### src/rtl/stack_sequencer_if.sv
// Strobe/data bus between the stack sequencer (master) and the LIFO stack (slave).
interface stack_sequencer_if #(
  parameter int W = 8
);
  logic [W-1:0] stk_din;
  logic         stk_push;
  logic         stk_pop;
  logic         stk_tos;
  logic [W-1:0] stk_dout;

  modport master (
    output stk_din, stk_push, stk_pop, stk_tos,
    input  stk_dout
  );

  modport slave (
    input  stk_din, stk_push, stk_pop, stk_tos,
    output stk_dout
  );
endinterface

### src/rtl/stack_sequencer.sv
// Sequences one stack-arithmetic command at a time onto an 8-bit LIFO stack.
// Optional underflow/overflow guarding and depth tracking: STACK_SEQ_DEPTH_CHECK_EN.
module stack_sequencer #(
  parameter int W     = 8,
  parameter int DEPTH = 32
) (
  input  logic                  clk,
  input  logic                  rst,
  input  logic                  start,
  input  logic [2:0]            op,
  input  logic [W-1:0]          imm,
  output logic                  busy,
  output logic                  done,
  output logic [W-1:0]          result,
  output logic                  err,
  output logic [5:0]            depth,
  stack_sequencer_if.master     stk
);

  typedef enum logic [2:0] {IDLE, POP1, POP2, CAP, PUSH, DONE} state_t;
  typedef enum logic [2:0] {
    OP_ADD, OP_SUB, OP_AND, OP_NOT, OP_PUSHI, OP_POP, OP_TOS, OP_RSVD
  } op_t;

  if (DEPTH < 1 || DEPTH > 63) begin : g_bad_depth
    $error("DEPTH must fit the 6-bit depth port");
  end

  state_t       state, state_n;
  op_t          op_q, op_in;
  logic [W-1:0] imm_q, a_q, b_q, alu, res_n;
  logic         err_n;
  logic         bin_q, bin_in;
  logic         lack2, lack1, full;

  assign op_in  = op_t'(op);
  assign bin_q  = (op_q == OP_ADD) || (op_q == OP_SUB) || (op_q == OP_AND);
  assign bin_in = (op_in == OP_ADD) || (op_in == OP_SUB) || (op_in == OP_AND);

`ifdef STACK_SEQ_DEPTH_CHECK_EN
  logic [5:0] depth_q;

  assign lack2 = (depth_q < 6'd2);
  assign lack1 = (depth_q == '0);
  assign full  = (depth_q == 6'(DEPTH));
  assign depth = depth_q;

  always_ff @(posedge clk) begin
    if (rst) begin
      depth_q <= '0;
    end else if (stk.stk_push && !full) begin
      depth_q <= depth_q + 6'd1;
    end else if (stk.stk_pop && !lack1) begin
      depth_q <= depth_q - 6'd1;
    end
  end
`else
  assign lack2 = 1'b0;
  assign lack1 = 1'b0;
  assign full  = 1'b0;
  assign depth = '0;
`endif

  always_comb begin
    unique case (op_q)
      OP_ADD:  alu = a_q + b_q;
      OP_SUB:  alu = a_q - b_q;
      OP_AND:  alu = a_q & b_q;
      OP_NOT:  alu = ~b_q;
      default: alu = imm_q;
    endcase
  end

  // res_n/err_n default to the held values, so they only move on entry to DONE.
  always_comb begin
    state_n      = state;
    busy         = (state != IDLE);
    done         = 1'b0;
    stk.stk_push = 1'b0;
    stk.stk_pop  = 1'b0;
    stk.stk_tos  = 1'b0;
    stk.stk_din  = '0;
    res_n        = result;
    err_n        = err;
    unique case (state)
      IDLE: begin
        if (start) begin
          if (op_in == OP_RSVD) begin
            state_n = DONE;
            err_n   = 1'b1;
          end else if (op_in == OP_PUSHI) begin
            state_n = full ? DONE : PUSH;
            err_n   = full;
          end else if (bin_in ? lack2 : lack1) begin
            state_n = DONE;
            err_n   = 1'b1;
          end else begin
            state_n = POP1;
          end
        end
      end
      POP1: begin
        if (op_q == OP_TOS) stk.stk_tos = 1'b1;
        else                stk.stk_pop = 1'b1;
        state_n = bin_q ? POP2 : CAP;
      end
      POP2: begin
        stk.stk_pop = 1'b1;
        state_n     = CAP;
      end
      CAP: begin
        if (op_q == OP_POP || op_q == OP_TOS) begin
          res_n   = stk.stk_dout;
          err_n   = 1'b0;
          state_n = DONE;
        end else begin
          state_n = PUSH;
        end
      end
      PUSH: begin
        stk.stk_push = 1'b1;
        stk.stk_din  = alu;
        res_n        = alu;
        err_n        = 1'b0;
        state_n      = DONE;
      end
      DONE: begin
        done    = 1'b1;
        state_n = IDLE;
      end
      default: state_n = IDLE;
    endcase
  end

  always_ff @(posedge clk) begin
    if (rst) begin
      state  <= IDLE;
      op_q   <= OP_ADD;
      imm_q  <= '0;
      a_q    <= '0;
      b_q    <= '0;
      result <= '0;
      err    <= 1'b0;
    end else begin
      state  <= state_n;
      result <= res_n;
      err    <= err_n;
      if (state == IDLE && start) begin
        op_q  <= op_in;
        imm_q <= imm;
      end
      // First pop returns the former top (B); for binary ops the deeper entry (A) follows.
      if (state == POP2) b_q <= stk.stk_dout;
      if (state == CAP) begin
        if (bin_q) a_q <= stk.stk_dout;
        else       b_q <= stk.stk_dout;
      end
    end
  end

endmodule

### src/flat_wrapper.sv
// flat-port wrapper written by rule: the top's interface ports become plain ports
module stack_sequencer_flat 
#(
  parameter int W     = 8,
  parameter int DEPTH = 32
)
  (clk, rst, start, op, imm, busy, done, result, err, depth, stk_stk_din, stk_stk_push, stk_stk_pop, stk_stk_tos, stk_stk_dout);
  stack_sequencer_if #(.W(W)) stk_i ();
  input  logic clk;
  input  logic rst;
  input  logic start;
  input  logic [2:0] op;
  input  logic [W-1:0] imm;
  output logic busy;
  output logic done;
  output logic [W-1:0] result;
  output logic err;
  output logic [5:0] depth;
  output wire logic [$bits(stk_i.stk_din)-1:0] stk_stk_din;
  output wire logic [$bits(stk_i.stk_push)-1:0] stk_stk_push;
  output wire logic [$bits(stk_i.stk_pop)-1:0] stk_stk_pop;
  output wire logic [$bits(stk_i.stk_tos)-1:0] stk_stk_tos;
  input wire logic [$bits(stk_i.stk_dout)-1:0] stk_stk_dout;
  assign stk_stk_din = stk_i.stk_din;
  assign stk_stk_push = stk_i.stk_push;
  assign stk_stk_pop = stk_i.stk_pop;
  assign stk_stk_tos = stk_i.stk_tos;
  assign stk_i.stk_dout = stk_stk_dout;
  stack_sequencer #(.W(W), .DEPTH(DEPTH)) u_core (.clk(clk), .rst(rst), .start(start), .op(op), .imm(imm), .busy(busy), .done(done), .result(result), .err(err), .depth(depth), .stk(stk_i));
endmodule
### config.mk
export PLATFORM = sky130hd
export DESIGN_NAME = stack_sequencer_flat
export DESIGN_NICKNAME = d
export VERILOG_FILES = /design/src/rtl/stack_sequencer_if.sv /design/src/rtl/stack_sequencer.sv /design/src/flat_wrapper.sv
export SDC_FILE = /design/constraint.sdc
export NUM_CORES = 1
export LEC_CHECK = 0
export ABC_CLOCK_PERIOD_IN_PS = 3000
export CORE_UTILIZATION = 47
export CTS_BUF_LIST = sky130_fd_sc_hd__clkbuf_4 sky130_fd_sc_hd__clkbuf_8
export CTS_CLUSTER_SIZE = 8
export DETAILED_ROUTE_END_ITERATION = 12
export DONT_BUFFER_PORTS = 1
export PLACE_DENSITY_LB_ADDON = 0.08
export SYNTH_ARGS = -nofsm -noshare
export SYNTH_HDL_FRONTEND = slang
export SYNTH_SLANG_ARGS = --single-unit
### constraint.sdc
create_clock -name clk -period 3 [get_ports clk]
set_clock_uncertainty 0.1 [all_clocks]
set_input_delay 0.75 -clock clk [delete_from_list [all_inputs] [get_ports clk]]
set_output_delay 0.75 -clock clk [all_outputs]
set_load 0.02 [all_outputs]
# Word-level counts from Yosys, hierarchy flattened
# Index checks and enable logic that the tools add are counted.
[word_totals]
rom_bits = 0
inputBits = 22
reg_bits = 39
latch_bits = 0
mem_bits_rw = 0
n_memories = 0
[op_classes]
muxes = 24
reduce_logical = 12
n_eq_ne = 15
n_div = 0
n_mul = 0
magnitude_cmp = 0
bitwise = 2
n_addsub = 2
shifts = 0
[ops]
columns = ["op", "n"]
rows = [
  ["$mux W8", 5],
  ["$pmux W8 S4", 1],
  ["$eq A3 B3 Y1 const B", 6],
  ["$pmux W8 S2", 1],
  ["$pmux W3 S5", 1],
  ["$eq A3 B2 Y1 const B", 4],
  ["$mux W1", 11],
  ["$mux W3", 3],
  ["$add A8 B8 Y8", 1],
  ["$and A8 B8 Y8", 1],
  ["$not A8 Y8", 1],
  ["$sub A8 B8 Y8", 1],
  ["$eq A3 B1 Y1 const B", 2],
  ["$logic_not A3 Y1", 2],
  ["$reduce_bool A3 Y1", 2],
  ["$reduce_and A2 Y1", 2],
  ["$reduce_and A4 Y1", 1],
  ["$logic_or A1 B1 Y1", 3],
  ["$ne A3 B1 Y1 const B", 1],
  ["$pmux W1 S3", 1],
  ["$ne A2 B1 Y1 const B", 1],
  ["$ne A2 B2 Y1 const B", 1],
  ["$pmux W1 S2", 1],
  ["$reduce_bool A2 Y1", 1],
  ["$logic_and A1 B1 Y1", 1],
]

# Logic depth before layout (Yosys ltp)
[logic_depth]
word_depth = 5
ltp_mapped = 11

# Worst setup path before layout
# OpenSTA, ideal clock, no wires.
[synth_path]
path_type = "reg-to-output"
startpoint = "register u_core.op_q[0]"
endpoint = "output stk_stk_din[6]"
stages_incl_launch_ff = 10
n_path_buf = 1
setup_slack_ns = -0.293
arrival_ns = 2.443
path_cell_list = "dfxtp_1 buf_2 nor3b_2 mux2_2 fa_1 nor2b_1 o21bai_1 a21oi_1 o21bai_1 a21oi_1"
[synth_between]
elab_chain_len = 3
[synth_rtl]
columns = ["element", "line_no", "text"]
rows = [
  ["from (decl)", "stack_sequencer.sv:30", "op_t op_q, op_in;"],
  ["from (signal assigned)", "stack_sequencer.sv:149", "op_q <= op_in;"],
  ["$eq A3 B2 Y1 (tied with other cells)", "stack_sequencer.sv:65", "unique case (op_q)"],
  ["$pmux W8 S4 *", "stack_sequencer.sv:65", ""],
  ["$mux W8 *", "stack_sequencer.sv:85", "unique case (state)"],
  ["to (decl)", "flat_wrapper.sv:19", "output wire logic [$bits(stk_i.stk_din)-1:0] stk_stk_din;"],
]
# Mark *: on every way between the ends. The rest lies on a longest branch, timed or not.

# Worst setup path after layout
[layout_path]
startpoint = "register u_core.b_q[0]"
endpoint = "output stk_stk_din[7]"
[layout_between]
elab_chain_len = 3
[layout_rtl]
columns = ["element", "line_no", "text"]
rows = [
  ["from (decl)", "stack_sequencer.sv:31", "logic [W-1:0] imm_q, a_q, b_q, alu, res_n;"],
  ["from (signal assigned)", "stack_sequencer.sv:153", "if (state == POP2) b_q <= stk.stk_dout;"],
  ["from (signal assigned)", "stack_sequencer.sv:156", "else b_q <= stk.stk_dout;"],
  ["$sub A8 B8 Y8 / $add A8 B8 Y8 (equally long branches)", "stack_sequencer.sv:67, stack_sequencer.sv:66", ""],
  ["$pmux W8 S4 *", "stack_sequencer.sv:65", ""],
  ["$mux W8 *", "stack_sequencer.sv:85", ""],
]
# Marks and branches as above.

==> qor.txt <==
H-tree depth - 2
ANT cells - 0
slew of the pin with the lowest slew margin - 0.844 ns
Worst Path Arrival - 2.54 ns
Max stage delay on crit path - 0.39 ns
row count - 26
worst slack, placed - -0.177 ns
syn_area_per_cell - 7.72 um^2
crit-path cells - inv_2 -> ha_4 -> nor3b_4 -> nor2_2 -> xnor2_1 -> ha_2 -> nand2_2 -> nor2_2 -> a21oi_2 -> and4_1 -> a211o_4
Top Ports - 50
EDFF count, synth - 0
mapped cell area - 2480 um^2
TritonCTS Buffers - 5
ranking of synthesized cells by area - dfxtp_1 (31%), a21oi_1 (7.9%), nand2_1 (6.7%), mux2i_1 (5.2%), nor2_1 (4.8%)
period utilisation layout - 113%
top-count cell post-synth - nand2_1
Synth top area share - 31.5%
setup slack after layout - -0.390 ns
gr ovfl total - 0
Max Cap Viol - 0
Tot Pwr - 2150 uW
PD cells - 672 nW/um^2
worst-path maximum fanout - 4
Root Buffer - clkbuf_8
DRC viols - 0
PortBufs - 0
failing checks - setup timing
Inst Count DP - 409
Clock Sinks - 39
via count - 2379
ys flop type - dfxtp_1
Final Cell Area - 3200 um^2
share of cells above drive strength 1 - 31.1%
Final setup viols - 7
sequential area share after synthesis - 31.5%
Cells after Synth - 321
final wirelength - 7440 um
Vias/cell - 5.53
Crit. End Element - primary output
slowest cell on the critical path - ha_2
width of the die - 74.6 um
post-route ant nets - 0
crit path launch type - register
Final nets - 392
Bufs on Longest Clock Path - 2
post-synth top area cell - dfxtp_1
Clk Latency, worst-skew pair - 0.30 ns
Worst-path clk slew - 0.08 ns
Filler Cell Count - 457
Initial Utilization - 48.5%
status - finished, violations left
GPL Wtd Cong - 0.912
placed inst area - 2750 um^2
Non-Filler Instances - 430
CTS tree - built
vias in the first global route - 2373
die area - 5570 um^2
fraction of registers with async set/reset - 0%
DR WL/cell - 17.3 um
setup TNS - -2.04 ns
Period minus WS final - 3.39 ns
Detailed Route Iter0 Violations - 112
initial antenna violation count - 0
CP dominant cell by count - nor2_2
Die H - 74.6 um
area grow syn2layout - 29.1%
#FFs+latches synth - 39
WS Path Type - reg -> out
Final Max Slew Viols - 0
largest net degree at the start of global routing - 41
normalized max-slew margin - 43.7%
Required @ worst endpoint - 2.15 ns
Final Hold Viols - 0
first-pass GRT wire length - 11700 um
Leakage - 0.00122 uW
core area - 5110 um^2
Max Clock Freq - 295 MHz
GRT Util Overall - 28.6%
drt pass-1 iters - 4
worst min path class - reg -> reg
DP HPWL - 5120 um
Unique masters post-synth - 51
RSZ-0062 raised after global routing - yes
Ys Warns - 0
Synth top cells by count - nand2_1 (44), a21oi_1 (39), dfxtp_1 (39), nor2_1 (32), mux2i_1 (13)
Max VDD drop - 387 uV
-- metrics by stage --
stage / util (%) / hold WS [ns]
floorplan: - / 0.331
global placement: 53.9 / 0.337
detailed placement: 53.9 / 0.345
CTS: 61.0 / 0.357
global route: 62.6 / 0.363
finish: 62.6 / 0.356
-- final timing paths --
check,startpoint,slack [ns],endpoint,cells after the start
setup reg to reg,u_core.op_q[1]$_SDFFE_PP0P_,0.16,u_core.result[1]$_SDFFE_PP0P_,14
hold / removal,u_core.imm_q[6]$_SDFFE_PP0P_,0.36,u_core.imm_q[6]$_SDFFE_PP0P_,2
setup / recovery,u_core.b_q[0]$_SDFF_PP0_,-0.39,stk_stk_din[7],11
hold reg to reg,u_core.imm_q[6]$_SDFFE_PP0P_,0.36,u_core.imm_q[6]$_SDFFE_PP0P_,2
-- state kept, by name, indices dropped and copies added, names as in the netlist --
signal         flops
u_core.imm_q       8
u_core.a_q         8
u_core.op_q        3
u_core.b_q         8
u_core.state       3
u_core.result      8
u_core.err         1
-- final cells by class --
| type | instances | area (um^2) | share of cell area (%) |
|---|---|---|---|
| Timing Repair Buffer | 50 | 413 | 12.9 |
| Inverter | 9 | 33.8 | 1.06 |
| Multi-Input combinational cell | 255 | 1790 | 55.9 |
| Sequential cell | 39 | 785 | 24.5 |
| Tap cell | 70 | 87.6 | 2.74 |
| Clock inverter | 1 | 8.76 | 0.274 |
| Clock buffer | 6 | 82.6 | 2.58 |
-- metal layers --
metal  global-route usage [%]  wire length (um)  up-vias
li1                         -                 -     1190
met1                     35.9              3250     1121
met2                     49.0              3720       55
met3                     6.02               314       13
met4                     9.01               158        0
met5                        0                 0        -
-- what timing repair did --
action | 4_1_cts | 5_1_grt
resized for setup | 46 | 20
pin swaps | 24 | 23
cloned | 0 | 0
endpoints found under the hold margin | 0 | 0
buffers inserted | 13 | 4
setup endpoints to repair | 7 | 8
hold buffers | 0 | 0
-- report_power, final --
part	total [uW]	switching, uW	internal, uW
Clock	385	200	185
Sequential	624	59.8	565
Combinational	1140	560	580
Total	2150	820	1330
-- kinds of logic (layout without fill, tap and decap cells) --
| logic type | Yosys count | in the layout | share of synthesized area [%] |
|---|---|---|---|
| compound gates | 80 | 80 | 20.2 |
| xor+xnor | 10 | 10 | 3.53 |
| fa+ha+maj | 10 | 10 | 5.35 |
| buf+inv | 32 | 66 | 6.51 |
| flops | 39 | 39 | 31.5 |
| mux | 18 | 18 | 7.52 |
| other cells | 1 | 6 | 0.151 |
| simple gates | 131 | 131 | 25.2 |
-- worst max-delay path: cells and delay by family, from the launching register on --
kind | cells | cell delay [ns]
DFF | 1 | 0.33
AOI/OAI and AO/OA | 2 | 0.43
adders and majority gates | 2 | 0.52
buffers and inverters | 1 | 0.07
xor gates and xnor gates | 1 | 0.13
and+or+nand+nor | 5 | 0.76
-- layout by cell type (no fill, tap or decap), types with 6 or more instances in the layout --
| cell | netlist | routed |
|---|---|---|
| a21oi_1 | 39 | 29 |
| a21oi_2 | 1 | 11 |
| buf_4 | 7 | 40 |
| buf_6 | 1 | 10 |
| clkbuf_8 | 0 | 6 |
| conb_1 | 1 | 6 |
| dfxtp_1 | 39 | 36 |
| ha_1 | 9 | 6 |
| inv_1 | 9 | 6 |
| mux2i_1 | 13 | 13 |
| nand2_1 | 44 | 41 |
| nand2b_1 | 10 | 10 |
| nand3_1 | 11 | 10 |
| nor2_1 | 32 | 27 |
| xnor2_1 | 7 | 6 |
Power figures use the tool's default switching activity.
